File: src/rtl/pwm_ramp_ctrl_if.sv
// pwm_ramp_ctrl_if: ramp command valid/ready channel
interface pwm_ramp_ctrl_if;
    logic       cmd_valid;
    logic       cmd_ready;
    logic [7:0] cmd_target;
    logic [7:0] cmd_step;
    logic [7:0] cmd_periods;
    modport master (output cmd_valid, cmd_target, cmd_step, cmd_periods, input cmd_ready);
    modport slave  (input cmd_valid, cmd_target, cmd_step, cmd_periods, output cmd_ready);
endinterface

File: src/rtl/pwm_ramp_ctrl.sv
// pwm_ramp_ctrl: steps an 8-bit PWM duty toward a commanded target on PWM period boundaries
module pwm_ramp_ctrl #(
    parameter int         CLK_FREQ   = 50_000_000,
    parameter int         PWM_FREQ   = 20_000,
    parameter logic [7:0] RESET_DUTY = 8'd0
) (
    input  logic             clk,
    input  logic             rst,
    pwm_ramp_ctrl_if.slave   cmd,
    input  logic             abort,
    output logic [7:0]       duty,
    output logic             period_tick,
    output logic             busy,
    output logic             done
);
    localparam int PERIOD = CLK_FREQ / PWM_FREQ;
    localparam int CW = $clog2(PERIOD);
    typedef enum logic {IDLE, RAMP} state_t;
    state_t state_q, state_d;
    logic [CW-1:0] cnt_q, cnt_d;
    logic [7:0] duty_q, duty_d, tgt_q, tgt_d, stp_q, stp_d, per_q, per_d, div_q, div_d;
    logic done_q, done_d, tick, up;
    logic [8:0] diff, nxt;
    assign tick = cnt_q == CW'(PERIOD - 1);
    assign up = tgt_q > duty_q;
    assign diff = up ? {1'b0, tgt_q} - {1'b0, duty_q} : {1'b0, duty_q} - {1'b0, tgt_q};
    // a remaining distance within one step lands exactly on target, so no overshoot or wrap
    assign nxt = diff <= {1'b0, stp_q} ? {1'b0, tgt_q}
               : up ? {1'b0, duty_q} + {1'b0, stp_q} : {1'b0, duty_q} - {1'b0, stp_q};
    assign cmd.cmd_ready = state_q == IDLE;
    assign duty = duty_q;
    assign period_tick = tick;
    assign busy = state_q == RAMP;
    assign done = done_q;
    always_comb begin
        cnt_d = tick ? '0 : cnt_q + 1'b1;
        state_d = state_q;
        duty_d = duty_q;
        tgt_d = tgt_q;
        stp_d = stp_q;
        per_d = per_q;
        div_d = div_q;
        done_d = 1'b0;
        if (state_q == IDLE) begin
            if (cmd.cmd_valid) begin
                tgt_d = cmd.cmd_target;
                stp_d = cmd.cmd_step == 8'd0 ? 8'd1 : cmd.cmd_step;
                per_d = cmd.cmd_periods == 8'd0 ? 8'd1 : cmd.cmd_periods;
                div_d = per_d;
                if (cmd.cmd_target == duty_q) done_d = 1'b1;
                else state_d = RAMP;
            end
        end else if (abort) begin
            state_d = IDLE;
        end else if (tick) begin
            if (div_q == 8'd1) begin
                div_d = per_q;
                duty_d = nxt[7:0];
                if (nxt[7:0] == tgt_q) begin
                    state_d = IDLE;
                    done_d = 1'b1;
                end
            end else begin
                div_d = div_q - 8'd1;
            end
        end
    end
    always_ff @(posedge clk or posedge rst) begin
        if (rst) begin
            state_q <= IDLE;
            cnt_q <= '0;
            duty_q <= RESET_DUTY;
            tgt_q <= '0;
            stp_q <= 8'd1;
            per_q <= 8'd1;
            div_q <= 8'd1;
            done_q <= 1'b0;
        end else begin
            state_q <= state_d;
            cnt_q <= cnt_d;
            duty_q <= duty_d;
            tgt_q <= tgt_d;
            stp_q <= stp_d;
            per_q <= per_d;
            div_q <= div_d;
            done_q <= done_d;
        end
    end
endmodule
File: src/flat_wrapper.sv
// flat-port wrapper written by rule: the top's interface ports become plain ports
module pwm_ramp_ctrl_flat 
#(
    parameter int         CLK_FREQ   = 50_000_000,
    parameter int         PWM_FREQ   = 20_000,
    parameter logic [7:0] RESET_DUTY = 8'd0
)
  (clk, rst, abort, duty, period_tick, busy, done, cmd_cmd_valid, cmd_cmd_target, cmd_cmd_step, cmd_cmd_periods, cmd_cmd_ready);
  pwm_ramp_ctrl_if cmd_i ();
  input  logic clk;
  input  logic rst;
  input  logic abort;
  output logic [7:0] duty;
  output logic period_tick;
  output logic busy;
  output logic done;
  input wire logic [$bits(cmd_i.cmd_valid)-1:0] cmd_cmd_valid;
  input wire logic [$bits(cmd_i.cmd_target)-1:0] cmd_cmd_target;
  input wire logic [$bits(cmd_i.cmd_step)-1:0] cmd_cmd_step;
  input wire logic [$bits(cmd_i.cmd_periods)-1:0] cmd_cmd_periods;
  output wire logic [$bits(cmd_i.cmd_ready)-1:0] cmd_cmd_ready;
  assign cmd_i.cmd_valid = cmd_cmd_valid;
  assign cmd_i.cmd_target = cmd_cmd_target;
  assign cmd_i.cmd_step = cmd_cmd_step;
  assign cmd_i.cmd_periods = cmd_cmd_periods;
  assign cmd_cmd_ready = cmd_i.cmd_ready;
  pwm_ramp_ctrl #(.CLK_FREQ(CLK_FREQ), .PWM_FREQ(PWM_FREQ), .RESET_DUTY(RESET_DUTY)) u_core (.clk(clk), .rst(rst), .cmd(cmd_i), .abort(abort), .duty(duty), .period_tick(period_tick), .busy(busy), .done(done));
endmodule
File: config.mk
export PLATFORM = sky130hd
export DESIGN_NAME = pwm_ramp_ctrl_flat
export DESIGN_NICKNAME = d
export VERILOG_FILES = /design/src/rtl/pwm_ramp_ctrl_if.sv /design/src/rtl/pwm_ramp_ctrl.sv /design/src/flat_wrapper.sv
export SDC_FILE = /design/constraint.sdc
export NUM_CORES = 1
export LEC_CHECK = 0
export BUFFER_PORTS_ARGS = -buffer_cell sky130_fd_sc_hd__buf_2
export CORE_MARGIN = 1
export CORE_UTILIZATION = 30
export DETAILED_ROUTE_END_ITERATION = 16
export SYNTH_ARGS = -nofsm -noshare
export SYNTH_HDL_FRONTEND = slang
export SYNTH_SLANG_ARGS = --single-unit
File: constraint.sdc
create_clock -name clk -period 5.6 [get_ports clk]
set_input_delay 0.56 -clock clk [delete_from_list [all_inputs] [get_ports clk]]
set_output_delay 0.56 -clock clk [all_outputs]
set_load 0.03 [all_outputs]
==> results.toml <==
[status]
outcome = "complete, no violations"

[floorplan]
die_area_mm2 = 0.0147
rows = 43
die_h_um = 121
coreArea_mm2 = 0.0139
start_util = 0.307
die_w_um = 121
io_pins = 40

[clock_tree]
clk_latency_ps = 300
h-tree-depth = 2
cts_resized = 0
cts_max_path_buffers = 2
post_cts_buffers = 0
clkTransAtPathRegs_ps = 70
cts_sinks = 54
cts_hold_buf = 0
cts_root_buffer = "clkbuf_16"
cts_buffers = 5
tritoncts = "done"

[min_path]
hold_path_class = "in2async"

[power]
p_per_area_mw_per_mm2 = 400
p_leak_nw = 2.10
p_sw_frac = 0.413
pwr-share-clk = 0.177
p_int_mw = 1.11
power_switching_mw = 0.781
ir_drop_mv = 0.221
pwr-share-seq = 0.275
p_comb_frac = 0.549

[timing]
tightestPinTransition_ps = 953
finalCriticalPeriod_ps = 4840
period_share = 0.865
fin_setup_tns_ps = 0
setup_ws_ps = 757
fmax_ghz = 0.206
slew_headroom = 0.363
hold_viol_final = 0
slew_violations = 0
skew_ps = 6.20
setup_viol = 0
rsz0062_at_grt = "false"

[critical_path]
ff2ff_path_depth = 15
timing.rr.start = "u_core.duty[1]"
required_ps = 5790
worstPathArrival_ps = 5040
r2r_slack_ps = 760
end_kind = "flop"
cp_cell_sequence = "inv_1 > ha_1 > and2b_1 > o2111ai_2 > a31oi_4 > o21ai_0 > xnor2_1 > ha_1 > xnor2_1 > mux2i_1 > nand4_1 > a311oi_1 > nor4b_1 > a21oi_1 > o21ai_0"
critical_path_class = "reg2reg"
crit_path_top_delay_cell = "nor4b_1"
r2r_end = "u_core.done"
cp_max_fo = 19
cp-start-kind = "flop"
slowest_delay_ps = 610

[route]
viasPerCell = 5.04
first_pass_iters = 4
routed_wl_um = 9980
first_iter_violations = 178
routedWlPerCell_um = 14.8
drc = 0
vias = 3400
postRouteAntennaNets = 0

[logic_synthesis]
yosys_most_used_dff = "dfrtp_1"
synth_cell_type_count = 61
ys_seq_area_frac = 0.318
synthesis.area_mm2 = 0.00426
synth_area_per_cell_um2 = 9.10
ys_ff_latch = 54
async_flop_share = 1.00
syn_nets = 534
netlist_instances = 468
synth_warnings = 0
synth_edf_count = 0

[place]
dp.final_hpwl_um = 7640
place_ws_ps = 848
gp_congestion = 0.835
port_buffers = 39
placed_cells = 667

[layout]
fillers = 1442
drive_gt1_frac = 0.158
mostFrequentLayoutCells = "dfrtp_1 (51), buf_2 (39), xnor2_1 (38)"
syn2layout_area_growth_pct = 11.0
insertedDiodeCount = 0
final_common_cell = "dfrtp_1"
final_util = 0.341
final_cells = 675
layout.nets = 560

[global_routing]
grt_overflow = 0
antenna_found_initial = 0
use_met1 = 0.193
grt_first_pass_wirelength_um = 17000
use_met3 = 0.0282
grt_max_degree = 55
grt_pass1_vias = 3460
groute.usage.overall = 0.146
busiest_layer = "met2"
grtUsageMet2 = 0.238

[job]
cap_viol_max_count = 0
metal layers:
layer | up-vias | wire, µm
li1 | 1682 | -
met1 | 1617 | 4650
met2 | 83 | 4620
met3 | 18 | 461
met4 | 0 | 244
met5 | - | 0
critical path: cells and delay by family (launching register included):
family | cells | cell delay, ps
AO/OA/AOI/OAI | 6 | 1570
XOR/XNOR | 2 | 600
adder cells (fa/ha/maj) | 2 | 710
buffers and inverters | 1 | 170
flip-flops | 1 | 510
multiplexers | 1 | 280
AND/OR/NAND/NOR | 3 | 900
synth_stat cells, drive strengths merged (2+ instances only):
| master | n | area [µm²] |
|---|---|---|
| dfrtp | 51 | 1280 |
| o21ai | 40 | 215 |
| xnor2 | 38 | 333 |
| nand2 | 37 | 139 |
| a21oi | 35 | 179 |
| ha | 35 | 438 |
| inv | 35 | 131 |
| nor2 | 32 | 120 |
| mux2i | 14 | 140 |
| a21o | 13 | 97.6 |
| mux2 | 12 | 143 |
| buf | 11 | 82.6 |
| clkbuf | 10 | 37.5 |
| nand3 | 10 | 62.6 |
| nand4 | 8 | 50.1 |
| and3 | 7 | 43.8 |
| nor3 | 7 | 35.0 |
| xor2 | 7 | 61.3 |
| nor2b | 6 | 37.5 |
| a31oi | 4 | 40.0 |
| nand2b | 4 | 25.0 |
| nor4 | 4 | 25.0 |
| o211ai | 4 | 30.0 |
| a211oi | 3 | 22.5 |
| dfstp | 3 | 78.8 |
| fa | 3 | 60.1 |
| o21a | 3 | 22.5 |
| o31ai | 3 | 22.5 |
| a311oi | 2 | 17.5 |
| and2 | 2 | 12.5 |
| clkinv | 2 | 12.5 |
| o2111ai | 2 | 23.8 |
| o21bai | 2 | 15.0 |
| or3 | 2 | 17.5 |
| xnor3 | 2 | 45.0 |
logic make-up (layout without fill, tap and decap cells):
| family | count (synthesis) | count (layout) | share of synthesized area |
|---|---|---|---|
| AO/OA/AOI/OAI | 121 | 121 | 0.190 |
| XOR/XNOR | 47 | 47 | 0.103 |
| adder cells (fa/ha/maj) | 38 | 38 | 0.117 |
| buffers and inverters | 58 | 85 | 0.0620 |
| flip-flops | 54 | 54 | 0.318 |
| multiplexers | 26 | 26 | 0.0664 |
| AND/OR/NAND/NOR | 124 | 124 | 0.144 |
flip-flops by register name, summed over array words and instances (netlist names):
name / count
u_core.duty: 8
u_core.per_q: 8
u_core.div_q: 8
u_core.cnt_q: 12
u_core.tgt_q: 8
u_core.done: 1
u_core.busy: 1
u_core.stp_q: 8
per-stage QoR:
stage	hold WS (ps)	cell area (µm²)	power [mW]
CTS	477	4730	1.91
global route	490	4730	2.05
floorplan	442	4260	1.37
detailed placement	481	4580	1.56
finish	450	4730	1.89
global placement	468	4580	1.54
worst max path at each step:
stage	from	to	slack, ps	cells after the start
final	u_core.duty[1]	u_core.done	760	15
after floorplan	u_core.duty[1]	u_core.done	1440	17
after detailed placement	u_core.duty[1]	u_core.done	850	15
after global placement	u_core.duty[1]	u_core.done	950	15
after global routing	u_core.duty[1]	u_core.done	410	15
after CTS	u_core.duty[1]	u_core.done	820	15
layout make-up:
type | instances | area, µm² | area share
Inverter | 37 | 144 | 0.0304
Clock buffer | 6 | 139 | 0.0294
Tap cell | 180 | 225 | 0.0476
Timing Repair Buffer | 40 | 203 | 0.0428
Clock inverter | 2 | 16.3 | 0.00344
Sequential cell | 54 | 1360 | 0.286
Multi-Input combinational cell | 356 | 2650 | 0.560
power by group through the flow:
stage               sequential, mW  clock, mW  combinational, mW
finish                       0.519      0.334               1.04
global route                 0.530      0.358               1.16
global placement             0.524          0               1.02
detailed placement           0.526          0               1.04
floorplan                    0.507          0              0.859
CTS                          0.519      0.344               1.05
Power figures use the tool's default switching activity.
